===== config.mk =====
export PLATFORM = sky130hd
export DESIGN_NAME = fetch_decode_stage
export DESIGN_NICKNAME = d
export VERILOG_FILES = /design/src/rtl/fetch_decode_stage.sv
export SDC_FILE = /design/constraint.sdc
export NUM_CORES = 1
export LEC_CHECK = 0
export BUFFER_PORTS_ARGS = -buffer_cell sky130_fd_sc_hd__buf_2
export CAP_MARGIN = 30
export CELL_PAD_IN_SITES_DETAIL_PLACEMENT = 1
export CELL_PAD_IN_SITES_GLOBAL_PLACEMENT = 1
export CORE_MARGIN = 2
export CORE_UTILIZATION = 40
export DETAILED_ROUTE_END_ITERATION = 8
export PLACE_DENSITY_LB_ADDON = 0.1
export SKIP_CTS_REPAIR_TIMING = 1
export SLEW_MARGIN = 20
export SYNTH_ARGS = -nofsm -noshare
export SYNTH_HDL_FRONTEND = slang
export SYNTH_SLANG_ARGS = --single-unit

===== constraint.sdc =====
create_clock -name clk -period 4.2 [get_ports clk]
set_input_delay 0.42 -clock clk [delete_from_list [all_inputs] [get_ports clk]]
set_output_delay 0.42 -clock clk [all_outputs]
set_load 0.05 [all_outputs]

===== src/rtl/fetch_decode_stage.sv =====
// RV32I front end: PC register, single-outstanding instruction fetch,
// fetch/decode slot with skid buffer, opcode pre-decode into immsrc/class flags.
module fetch_decode_stage #(
    parameter logic [31:0] RESET_PC = 32'h0000_0000
) (
    input  logic        clk,
    input  logic        rst_n,
    output logic        imem_req,
    output logic [31:0] imem_addr,
    input  logic        imem_rvalid,
    input  logic [31:0] imem_rdata,
    input  logic        stall,
    input  logic        redirect,
    input  logic [31:0] redirect_pc,
    output logic        id_valid,
    output logic [31:0] id_pc,
    output logic [31:0] id_instr,
    output logic [1:0]  immsrc,
    output logic        is_load,
    output logic        is_store,
    output logic        is_branch,
    output logic        is_alu,
    output logic        illegal
);

    localparam logic [31:0] NOP = 32'h0000_0013;

    typedef enum logic [2:0] {
        ST_RST,
        ST_ISSUE,
        ST_WAIT,
        ST_HOLD,
        ST_DISCARD
    } state_t;

    typedef struct packed {
        logic [1:0] immsrc;
        logic       is_load;
        logic       is_store;
        logic       is_branch;
        logic       is_alu;
        logic       illegal;
    } dec_t;

    function automatic dec_t decode(input logic [6:0] opcode);
        dec_t d;
        d = '0;
        case (opcode)
            7'b0000011: d.is_load   = 1'b1;
            7'b0010011: d.is_alu    = 1'b1;
            7'b1100111: d.immsrc    = 2'b00;
            7'b0100011: begin
                d.immsrc   = 2'b01;
                d.is_store = 1'b1;
            end
            7'b1100011: begin
                d.immsrc    = 2'b10;
                d.is_branch = 1'b1;
            end
            7'b0110011: d.is_alu    = 1'b1;
            default:    d.illegal   = 1'b1;
        endcase
        return d;
    endfunction

    state_t      state;
    logic [31:0] pc;
    logic [31:0] skid_instr;
    logic [31:0] skid_pc;
    logic        skid_valid;
    dec_t        id_dec;

    logic        slot_free;
    logic        load_en;
    logic [31:0] load_instr;
    logic [31:0] load_pc;

    assign imem_addr = pc;
    assign immsrc    = id_dec.immsrc;
    assign is_load   = id_dec.is_load;
    assign is_store  = id_dec.is_store;
    assign is_branch = id_dec.is_branch;
    assign is_alu    = id_dec.is_alu;
    assign illegal   = id_dec.illegal;

    assign slot_free = !id_valid || !stall;

    // Slot source: a fresh response in WAIT, or the skid buffer once HOLD drains.
    always_comb begin
        load_en    = 1'b0;
        load_instr = imem_rdata;
        load_pc    = pc;
        if (!redirect) begin
            if (state == ST_WAIT && imem_rvalid && slot_free) begin
                load_en = 1'b1;
            end else if (state == ST_HOLD && !stall && skid_valid) begin
                load_en    = 1'b1;
                load_instr = skid_instr;
                load_pc    = skid_pc;
            end
        end
    end

    always_ff @(posedge clk) begin
        if (!rst_n) begin
            state      <= ST_RST;
            pc         <= RESET_PC;
            imem_req   <= 1'b0;
            id_valid   <= 1'b0;
            id_pc      <= '0;
            id_instr   <= NOP;
            id_dec     <= '0;
            skid_instr <= '0;
            skid_pc    <= '0;
            skid_valid <= 1'b0;
        end else begin
            imem_req <= 1'b0;
            if (!stall) begin
                id_valid <= 1'b0;
            end

            if (load_en) begin
                id_valid <= 1'b1;
                id_pc    <= load_pc;
                id_instr <= load_instr;
                id_dec   <= decode(load_instr[6:0]);
                pc       <= load_pc + 32'd4;
            end

            if (redirect) begin
                // Redirect outranks stall and rvalid; any in-flight response is dropped.
                pc         <= redirect_pc & ~32'd3;
                id_valid   <= 1'b0;
                skid_valid <= 1'b0;
                case (state)
                    ST_ISSUE:   state <= ST_DISCARD;
                    ST_WAIT: begin
                        if (imem_rvalid) begin
                            state    <= ST_ISSUE;
                            imem_req <= 1'b1;
                        end else begin
                            state <= ST_DISCARD;
                        end
                    end
                    ST_DISCARD: state <= ST_DISCARD;
                    default: begin
                        state    <= ST_ISSUE;
                        imem_req <= 1'b1;
                    end
                endcase
            end else begin
                case (state)
                    ST_RST: begin
                        state    <= ST_ISSUE;
                        imem_req <= 1'b1;
                    end
                    ST_ISSUE: state <= ST_WAIT;
                    ST_WAIT: begin
                        if (imem_rvalid) begin
                            if (slot_free) begin
                                state    <= ST_ISSUE;
                                imem_req <= 1'b1;
                            end else begin
                                skid_instr <= imem_rdata;
                                skid_pc    <= pc;
                                skid_valid <= 1'b1;
                                state      <= ST_HOLD;
                            end
                        end
                    end
                    ST_HOLD: begin
                        if (!stall) begin
                            skid_valid <= 1'b0;
                            state      <= ST_ISSUE;
                            imem_req   <= 1'b1;
                        end
                    end
                    ST_DISCARD: begin
                        if (imem_rvalid) begin
                            state    <= ST_ISSUE;
                            imem_req <= 1'b1;
                        end
                    end
                    default: state <= ST_RST;
                endcase
            end
        end
    end

endmodule


# Yosys cells after proc, flatten, opt, wreduce, memory -nomap -nowiden
# Cells that the tools add are included.
[totals]
in_bits = 69
wordCells = 91
out_inout_bits = 105
ff_bits = 173
[op_classes]
muxes = 37
n_bitwise = 3
n_reduce_logical = 17
eq_ne = 17
addsub = 1
[ops]
columns = ["op", "count"]
rows = [
  ["$mux W32", 8],
  ["$add A32 B3 Y32 const B", 1],
  ["$mux W1", 17],
  ["$mux W3", 5],
  ["$pmux W3 S5", 1],
  ["$eq A7 B6 Y1 const B", 2],
  ["$eq A7 B7 Y1 const B", 2],
  ["$ne A3 B3 Y1 const B", 3],
  ["$reduce_and A4 Y1", 2],
  ["$eq A7 B2 Y1 const B", 1],
  ["$eq A7 B5 Y1 const B", 1],
  ["$eq A3 B2 Y1 const B", 2],
  ["$ne A2 B2 Y1 const B", 3],
  ["$pmux W3 S2", 1],
  ["$reduce_or A2 Y1", 3],
  ["$reduce_or A6 Y1", 1],
  ["$logic_and A1 B1 Y1", 4],
  ["$pmux W1 S2", 2],
  ["$pmux W1 S4", 1],
  ["$pmux W2 S2", 1],
  ["$reduce_bool A2 Y1", 2],
  ["$eq A3 B1 Y1 const B", 1],
  ["$eq A3 B3 Y1 const B", 1],
  ["$logic_not A3 Y1", 1],
  ["other kinds (6)", 9],
]

# Longest topological paths before layout
# Gate-level depths: netlist of the first run.
[depth]
word_depth = 9
mapped_depth = 16
mapped_depth_nobuf = 11

# Worst setup path before layout of the first run
# No wires, ideal clock.
[synth_timing]
kind = "input -> register"
from = "input port redirect"
to = "register pc[22] (netlist: imem_addr[22])"
path_stages = 16
arrival_time_ns = 3.177
path_buffers = 5
setup_time_ns = 0.074
required_ns = 4.126
setup_slack_ns = 0.949
path_cell_list = "buf_2 -> nor2b_1 -> buf_4 -> nand2_4 -> buf_2 -> clkbuf_1 -> nand2_1 -> nand2_1 -> ha_1 -> clkbuf_1 -> nand4_1 -> nor3_1 -> nand2_1 -> a211o_1 -> or3_1 -> a31oi_1"
[synth_between]
elab_chain_cells = 4
elab_cells_between_ends = 6
classes_between = "add/sub (1); mux (4); reduce/logical (1)"
[synth_rtl]
columns = ["item", "line_no", "rtl"]
rows = [
  ["start, declared", "13", "input logic redirect,"],
  ["$mux W32", "93", "if (!redirect) begin"],
  ["via load_pc[3]", "76", "logic [31:0] load_pc;"],
  ["$add A32 B3 Y32", "127", "pc <= load_pc + 32'd4;"],
  ["$mux W32", "122", "if (load_en) begin"],
  ["$mux W32", "130", "if (redirect) begin"],
  ["end signal, assigned", "127", ""],
  ["end signal, assigned", "132", "pc <= redirect_pc & ~32'd3;"],
  ["end, declared", "67", "logic [31:0] pc;"],
]
# The timed path passes the listed nets, and every way through them passes these cells. The select of a mux whose other input is x is not followed.
# A chain may end at the register's enable or synchronous reset.

# Final worst setup path of the first run
[layout_timing]
from = "register state[0]"
to = "register pc[30] (netlist: imem_addr[30])"
[layout_between]
elab_chain_cells = 9
elab_cells_between_ends = 16
classes_between = "add/sub (1); eq/ne (2); mux (8); reduce/logical (5)"
[layout_rtl]
columns = ["item", "line_no", "rtl"]
rows = [
  ["start, declared", "66", "state_t state;"],
  ["start signal, assigned", "106", "state <= ST_RST;"],
  ["start signal, assigned", "136", "ST_ISSUE: state <= ST_DISCARD;"],
  ["start signal, assigned", "139", "state <= ST_ISSUE;"],
  ["$eq A3 B2 Y1", "96", "end else if (state == ST_HOLD && !stall && skid_valid) begin"],
  ["$logic_and A1 B1 Y1 (2 in a row)", "96", ""],
  ["$mux W32", "96", ""],
  ["$mux W32 *", "94", "if (state == ST_WAIT && imem_rvalid && slot_free) begin"],
  ["$mux W32 *", "93", ""],
  ["via load_pc[2]", "76", ""],
  ["$add A32 B3 Y32 *", "127", ""],
  ["$mux W32 *", "122", ""],
  ["$mux W32 *", "130", ""],
]
# The timed path passes the listed nets; every way through them passes the cells marked *. The select of a mux whose other input is x is not followed.

==> flow_summary.yaml, run 1 <==
status:
  status: "completed"
clock_tree:
  cts_root_buf: "clkbuf_16"
  htreeDepth: 4
  cts_tree: "done"
  clk_pin_slew_worst_paths_ps: 80
  clk_latency_ps: 430
  clockBufferDepth: 2
  cts.sinks: 172
  cts_buffers: 17
layout:
  drive_gt1_frac: 0.199
  final_cells: 1508
  fin_nets: 1290
  layout-area-overhead-vs-synth_pct: 18.2
  n_fill_cell: 2655
  finish.instance_area_um2: 10000
  antenna_cells: 0
setup_path:
  rr_endpoint: "imem_addr[30]"
  critPathSlowestCell: "dfxtp_1"
  path_cells: "and4bb_1 -> nand2_4 -> mux2i_1 -> inv_1 -> ha_1 -> nand4_1 -> nor3_1 -> nand2_1 -> a2111oi_1 -> xor2_1 -> a211oi_1"
  start_kind: "flop"
  cp-endpoint: "imem_addr[30]"
  cp-startpoint: "state[0]"
  cp.depth: 11
  critical_path_arrival_ps: 3650
  r2r_setup_slack_ps: 900
  crit_buf_inv: 1
  worstReg2RegStart: "state[0]"
  cp_max_fo: 13
  critPathTopFamily: "simple AND/OR/NAND/NOR gates"
  max_stage_delay_ps: 600
  crit_type: "flop to flop"
  r2r_cells: 11
  cp-end-kind: "flop"
  crit_required_ps: 4540
grt:
  grt_pass1_wl_um: 47400
  grt_pass1_vias: 8489
  grt_max_degree: 92
  antenna_found_initial: 0
  overflow: 0
  grt_usage: 0.269
logic_synthesis:
  synth_fp_nets: 1176
  synth_seq_cells: 172
  yosys-top-cells-area: "dfxtp_1 41%, nand2_1 12%, a21oi_1 6.1%"
  avgSynthCellArea_um2: 7.68
  yosysTopAreaCell: "dfxtp_1"
  synth_top_cells_by_count: "271 x nand2_1, 172 x dfxtp_1, 103 x a21oi_1"
  ys_seq_area_frac: 0.405
  syn_area_um2: 8500
  ys.flop_type: "dfxtp_1"
  synth-edff-count: 0
  synth.most_common_cell: "nand2_1"
  synth_top_area_share: 0.405
  netlist_instances: 1106
  synthArstFlopShare: 0
  yosys_warnings: 0
  yosysUniqueCellTypes: 79
placed_design:
  pre_cts_ws_ps: 918
  dpl.hpwl_um: 20500
  port_buffers: 171
  dp.cells: 1476
  placed_area_um2: 9480
  gp_congestion: 0.889
detailed_routing:
  wl_um: 30000
  vias_per_cell: 5.72
  wire_per_inst_um: 19.9
  drc: 0
  dr.first_iter.drc_count: 454
  antenna_left: 0
  dr_total_vias: 8623
  first_pass_iters: 5
pwr:
  p_switching_w: 0.00106
  sw_frac_of_total: 0.294
  pwr_density_cell_nw_per_um2: 360
  p_leak_nw: 3.75
  ir_worst_vdd_v: 0.000238
  pwr-share-seq: 0.475
  p_comb_frac: 0.099
  power.clock.fraction: 0.425
  p_int_w: 0.00255
floorplanning:
  fp.dieArea_um2: 22400
  start_util: 0.405
  die_h_um: 150
  rows: 53
  fp.coreArea_um2: 21000
  ios: 174
  dieWidth_um: 150
timing:
  maxSlewHeadroom: 0.338
  clock_skew_ps: 10.4
  tightest_slew_ps: 979
  period_needed_ps: 3300
  fmax_mhz: 303
  slew_viol_final: 0
  hold_violations: 0
  hold_ws_ps: 180
  finalSetupTns_ps: 0
  fin_crit_sh: 0.787
  setup_viol: 0
  setup_slack_ps: 895
  grt_setup_unrepaired: "no"
job:
  maxCapViolCount: 0
hold_path:
  hold_class: "input pin to flop"
-- per-stage QoR --
| step | power, W | util |
|---|---|---|
| 2_1_floorplan | 0.00198 | - |
| 3_3_place_gp | 0.00211 | 0.453 |
| 3_5_place_dp | 0.00211 | 0.453 |
| 4_1_cts | 0.00365 | 0.479 |
| 5_1_grt | 0.00376 | 0.479 |
| 6_report | 0.00361 | 0.479 |
-- how the worst min path moves through the flow --
stage / start / endpoint / slack [ps] / cells past startpoint
2_1_floorplan: skid_instr[5] / skid_instr[5] / 430 / 2
3_3_place_gp: id_pc[1] / id_pc[1] / 440 / 2
3_5_place_dp: id_pc[0] / id_pc[0] / 440 / 2
4_1_cts: redirect_pc[9] / imem_addr[9] / 170 / 3
5_1_grt: redirect_pc[11] / imem_addr[11] / 200 / 2
6_report: redirect_pc[9] / imem_addr[9] / 180 / 3
-- flip-flops by register name, indices dropped and copies added (netlist names), 2 cells and up --
register / count
id_instr: 32
id_pc: 32
immsrc: 2
skid_instr: 32
state: 3
skid_pc: 32
imem_addr: 32
-- worst register-to-register path: stages, from the launching register on --
cell and delay, ps:
dfxtp_1 600, and4bb_1 350, nand2_4 100, mux2i_1 190, inv_1 90, ha_1 180
nand4_1 200, nor3_1 460, nand2_1 140, a2111oi_1 520, xor2_1 150, a211oi_1 240
-- power by group through the flow --
stage / Sequential, W / Combinational (W) / Clock [W]
floorplan: 0.00183 / 0.000151 / 0
global placement: 0.00175 / 0.000354 / 0
detailed placement: 0.00175 / 0.000360 / 0
CTS: 0.00172 / 0.000361 / 0.00157
global route: 0.00172 / 0.000389 / 0.00164
finish: 0.00172 / 0.000359 / 0.00154
-- cell families after synthesis --
logic type,after synthesis,share of synthesized area
muxes,26,0.0315
and+or+nand+nor,493,0.263
DFF,172,0.405
buffers and inverters,109,0.0564
adders and majority gates,1,0.00147
AOI/OAI and AO/OA,281,0.218
xor gates and xnor gates,24,0.0247
-- placed cells by master, fill, tap and decap left out, types with 12 or more instances in the layout --
cell type | netlist | final
o21ai_0 | 40 | 40
nor3_1 | 20 | 20
xnor2_1 | 17 | 17
a21oi_1 | 103 | 103
a311oi_1 | 40 | 40
a211oi_1 | 21 | 21
clkbuf_16 | 0 | 17
dfxtp_1 | 172 | 172
nand3_1 | 30 | 29
buf_4 | 6 | 17
nor2_1 | 93 | 93
buf_2 | 32 | 171
nand4_1 | 16 | 16
mux2i_1 | 22 | 22
a31oi_1 | 12 | 12
nand2_1 | 271 | 271
nor4_1 | 12 | 12
-- layer usage --
layer | share of wire | wire length [um] | global-route usage | vias up
li1 | - | - | - | 4147
met1 | 0.47 | 14000 | 0.372 | 4169
met2 | 0.46 | 13900 | 0.435 | 267
met3 | 0.053 | 1590 | 0.0457 | 40
met4 | 0.018 | 532 | 0.0736 | 0
met5 | 0 | 0 | 0 | -
-- area by class of cell --
class                      instances  area (um2)  share of cell area
clock buffer                      18         429              0.0427
inverter                          12        47.5             0.00473
sequential                       172        3440               0.343
timing repair buffer             192        1060               0.106
tap                              275         344              0.0343
clock inverter                    14         129              0.0128
multi-input combinational        825        4590               0.457
Power figures use the tool's default switching activity.
==> inputs of run 2 (changes only) <==
Clock period 4.2 ns to 3.06 ns, I/O delays scaled along.
==> flow_summary.yaml, run 2 (synthesized netlist as in run 1, its figures left out) <==
grt:
  grt_max_degree: 99
  grt_pass1_wl_um: 47100
  use_met2: 0.432
  grt_usage: 0.267
  overflow: 0
  grt_pass1_vias: 8611
  antenna_found_initial: 0
  grt_busiest_layer: "met2"
  grt_use_met1: 0.365
  gr-usage-met3: 0.0402
layout:
  layout-area-overhead-vs-synth_pct: 20.2
  final_cell_mix: "271 x nand2_1, 172 x dfxtp_1, 171 x buf_2"
  antenna_cells: 0
  multi_input_area_um2: 4610
  finish.instance_area_um2: 10200
  fin_nets: 1308
  drive_gt1_frac: 0.213
  register_area_um2: 3440
  n_fill_cell: 2654
  final_common_cell: "nand2_1"
pwr:
  pwr_density_cell_nw_per_um2: 490
  p_comb_frac: 0.105
  pwr-share-seq: 0.468
  ir_worst_vdd_v: 0.000336
  p_switching_w: 0.00148
  sw_frac_of_total: 0.296
  power.clock.fraction: 0.427
  p_leak_nw: 3.86
  p_int_w: 0.00353
timing:
  finalSetupTns_ps: 0
  setup_slack_ps: 188
  period_needed_ps: 2870
  maxSlewHeadroom: 0.407
  clock_skew_ps: 13.6
  tightest_slew_ps: 890
  setup_viol: 0
  slew_viol_final: 0
  fmax_mhz: 348
  grt_setup_unrepaired: "no"
  fin_crit_sh: 0.938
  hold_violations: 0
hold_path:
  hold_class: "input pin to flop"
  hold_path_end: "imem_addr[21]"
  min_path_cells: 3
  hold_start: "redirect_pc[21]"
detailed_routing:
  dr.first_iter.drc_count: 603
  vias_per_cell: 5.72
  antenna_left: 0
  wl_um: 30200
  first_pass_iters: 5
  drc: 0
  wire_per_inst_um: 19.8
  dr_total_vias: 8733
job:
  maxCapViolCount: 0
status:
  status: "completed"
setup_path:
  worstReg2RegStart: "state[0]"
  critical_path_arrival_ps: 3230
  cp-end-kind: "flop"
  cp_max_fo: 6
  r2r_setup_slack_ps: 190
  r2r_cells: 11
  start_kind: "flop"
  rr_endpoint: "imem_addr[22]"
  crit_required_ps: 3420
  crit_type: "flop to flop"
clock_tree:
  cts_tree: "done"
  clockBufferDepth: 2
  cts_root_buf: "clkbuf_16"
  cts.sinks: 172
  clk_latency_ps: 440
  clk_pin_slew_worst_paths_ps: 80
  cts_buffers: 17
  htreeDepth: 4
floorplanning:
  die_h_um: 150
  ios: 174
  fp.coreArea_um2: 21000
  dieWidth_um: 150
  fp.dieArea_um2: 22400
  rows: 53
  start_util: 0.405
placed_design:
  dpl.hpwl_um: 20800
  port_buffers: 171
  placed_area_um2: 9620
  gp_congestion: 0.898
  pre_cts_ws_ps: 176
[run 2: cell count changes in the layout (fill, tap and decap cells not counted), sizes merged]
cell,before,now
clkinv,5,6
clkinvlp,3,2
buf,192,210
[run 2: per-stage QoR]
step                cells   util  hold WS [ps]  total power [W]
CTS                  1526  0.487          62.8          0.00505
finish               1526  0.487          71.0          0.00501
floorplan            1106      -           414          0.00272
global route         1526  0.487          82.0          0.00519
global placement     1494  0.459           440          0.00291
detailed placement   1494  0.459           447          0.00292
[run 2: worst max-delay path, cell delays in order, from the launching register on]
cell      delay, ps
dfxtp_1         430
and4bb_1        320
nand2_4         100
mux2i_1         150
inv_1            80
ha_2            250
nand4_1         250
nor3_4          240
nand2_1         130
a211o_1         330
or3_1           350
a31oi_1         160
[run 2: power by group through the flow]
| stage | logic (W) | clock network (W) | registers (W) |
|---|---|---|---|
| 3_5_place_dp | 0.000525 | 0 | 0.00240 |
| 3_3_place_gp | 0.000520 | 0 | 0.00239 |
| 6_report | 0.000527 | 0.00214 | 0.00235 |
| 2_1_floorplan | 0.000207 | 0 | 0.00251 |
| 5_1_grt | 0.000568 | 0.00227 | 0.00235 |
| 4_1_cts | 0.000527 | 0.00217 | 0.00234 |
[run 2: metal layers]
| metal | share of wire | vias to the layer above |
|---|---|---|
| met1 | 0.46 | 4218 |
| met3 | 0.057 | 48 |
| met2 | 0.46 | 284 |
| met4 | 0.021 | 0 |
| met5 | 0 | - |
| li1 | - | 4183 |
[run 2: worst max-delay path by stage]
stage / depth (start not counted) / slack [ps] / startpoint / endpoint
floorplan: 16 / 50 / redirect / imem_addr[22]
global placement: 12 / 250 / stall / imem_addr[30]
detailed placement: 12 / 180 / stall / imem_addr[22]
CTS: 11 / 80 / skid_valid / imem_addr[30]
global route: 11 / 30 / skid_valid / imem_addr[22]
finish: 11 / 190 / state[0] / imem_addr[22]
[run 2: final cells by class]
cell class                      instances  area share
Clock buffer                           18      0.0420
Clock inverter                         14      0.0142
Multi-Input combinational cell        825       0.451
Timing Repair Buffer                  210       0.117
Sequential cell                       172       0.337
Tap cell                              275      0.0337
Inverter                               12     0.00465
==> inputs of run 3 (changes only) <==
Settings changed: ABC_AREA from default to 1, CORE_UTILIZATION 40 to 38.
==> flow_summary.yaml, run 3 <==
status:
  status: "completed"
detailed_routing:
  dr.first_iter.drc_count: 328
  antenna_left: 0
  wl_met1_um: 11500
  wl_um: 24900
  wire_per_inst_um: 15.9
  vias_per_cell: 5.09
  dr_total_vias: 7958
  drc: 0
  wl_met2_um: 11800
  first_pass_iters: 4
  maxUsedRoutingLayer: "met4"
  wl_met3_um: 1380
setup_path:
  r2r_setup_slack_ps: 450
  cp_max_fo: 9
  cp-startpoint: "state[1]"
  critical_path_arrival_ps: 2940
  crit_type: "flop to flop"
  worstReg2RegStart: "state[1]"
  start_kind: "flop"
  crit_required_ps: 3390
  cp-end-kind: "flop"
grt:
  grt_usage: 0.233
  grt_max_degree: 147
  overflow: 0
  grt_pass1_vias: 7999
  antenna_found_initial: 0
  grt_pass1_wl_um: 41100
layout:
  final_common_cell: "nand2_1"
  layout-area-overhead-vs-synth_pct: 20.6
  final_cell_mix: "215 x nand2_1, 172 x dfxtp_1, 170 x buf_2"
  finish.instance_area_um2: 9570
  fin_nets: 1350
  antenna_cells: 0
  drive_gt1_frac: 0.200
  n_fill_cell: 2716
logic_synthesis:
  synth_top_cells_by_count: "216 x nand2_1, 172 x dfxtp_1, 159 x o21ai_0"
  yosys-top-cells-area: "dfxtp_1 43%, nand2_1 10%, o21ai_0 10%"
  avgSynthCellArea_um2: 6.93
  synth_seq_cells: 172
  synth_top_area_share: 0.434
  yosysTopAreaCell: "dfxtp_1"
  ys.flop_type: "dfxtp_1"
  ys_seq_area_frac: 0.434
  netlist_instances: 1146
  yosysUniqueCellTypes: 39
  synth_fp_nets: 1216
  syn_area_um2: 7940
  synth.most_common_cell: "nand2_1"
  synthArstFlopShare: 0
  yosys_warnings: 0
  synth-edff-count: 0
clock_tree:
  clk_pin_slew_worst_paths_ps: 70
  cts_tree: "done"
  cts_buffers: 17
  clk_latency_ps: 430
  htreeDepth: 4
  cts.sinks: 172
  clockBufferDepth: 2
  cts_root_buf: "clkbuf_16"
floorplanning:
  fp.coreArea_um2: 20400
  dieWidth_um: 149
  die_h_um: 149
  ios: 174
  start_util: 0.390
  fp.dieArea_um2: 22100
  rows: 52
placed_design:
  dpl.hpwl_um: 17000
  port_buffers: 171
  placed_area_um2: 8980
  gp_congestion: 0.802
timing:
  tightest_slew_ps: 707
  maxSlewHeadroom: 0.528
  slew_viol_final: 0
  fmax_mhz: 383
  finalSetupTns_ps: 0
  setup_viol: 0
  clock_skew_ps: 12.8
  hold_violations: 0
  fin_crit_sh: 0.854
  period_needed_ps: 2610
  grt_setup_unrepaired: "no"
pwr:
  p_switching_w: 0.00137
  pwr-share-seq: 0.460
  sw_frac_of_total: 0.272
  p_comb_frac: 0.096
  pwr_density_cell_nw_per_um2: 525
  ir_worst_vdd_v: 0.000341
  p_leak_nw: 4.21
  p_int_w: 0.00366
  power.clock.fraction: 0.444
job:
  maxCapViolCount: 0
hold_path:
  hold_class: "input pin to flop"
  hold_start: "redirect_pc[4]"
## run 3: layout make-up
| class | instances | area [um2] | area share |
|---|---|---|---|
| multi-input cells | 771 | 3670 | 0.384 |
| flip-flops and latches | 172 | 3440 | 0.360 |
| repair buffers | 187 | 1030 | 0.107 |
| well taps | 270 | 338 | 0.0353 |
| clock inverters | 13 | 151 | 0.0158 |
| clock buffers | 19 | 443 | 0.0463 |
| inverters | 131 | 493 | 0.0515 |
## run 3: path summary, 6_finish.rpt
check	cells past startpoint	end
max	16	imem_addr[24]
min	3	imem_addr[4]
max reg2reg	16	imem_addr[24]
min reg2reg	2	skid_pc[23]
## run 3: stage by stage
| stage | hold WS, ps | power (W) | instances | utilization | setup slack (ps) |
|---|---|---|---|---|---|
| CTS | 135 | 0.00506 | 1563 | 0.470 | 455 |
| detailed placement | 438 | 0.00284 | 1531 | 0.441 | 430 |
| floorplan | 420 | 0.00268 | 1146 | - | 892 |
| global placement | 429 | 0.00284 | 1531 | 0.441 | 487 |
| global route | 145 | 0.00521 | 1563 | 0.470 | 163 |
| finish | 147 | 0.00502 | 1563 | 0.470 | 448 |
## run 3: cells by family (layout without fill, tap and decap cells)
family / Yosys count / after routing / synth area share
compound gates: 356 / 356 / 0.238
xor+xnor: 1 / 1 / 0.00110
fa+ha+maj: 1 / 1 / 0.00158
buf+inv: 203 / 350 / 0.105
flops: 172 / 172 / 0.434
mux: 2 / 2 / 0.00252
simple gates: 411 / 411 / 0.218
## run 3: worst max-delay path, stage by stage (launching register included)
cell	delay, ps
dfxtp_1	430
nand2_2	130
nor2_4	130
nand4_4	210
nand2_1	120
o21ai_1	100
inv_1	100
ha_1	190
nand2_1	100
nor2_2	270
nand3_2	170
nor2_4	210
nand2_1	80
nand2_1	80
nand2_1	50
nor2_1	90
nor2_1	50
## run 3: power by group through the flow
stage	logic [W]	clock network [W]	registers (W)
after detailed placement	0.000480	0	0.00236
final	0.000480	0.00223	0.00231
after floorplan	0.000199	0	0.00248
after CTS	0.000483	0.00227	0.00231
after global routing	0.000528	0.00237	0.00232
after global placement	0.000476	0	0.00236
## run 3: routing by layer
metal,track usage,vias up
met1,0.310,3771
li1,-,3996
met2,0.395,170
met5,0,-
met4,0.0538,0
met3,0.0411,21
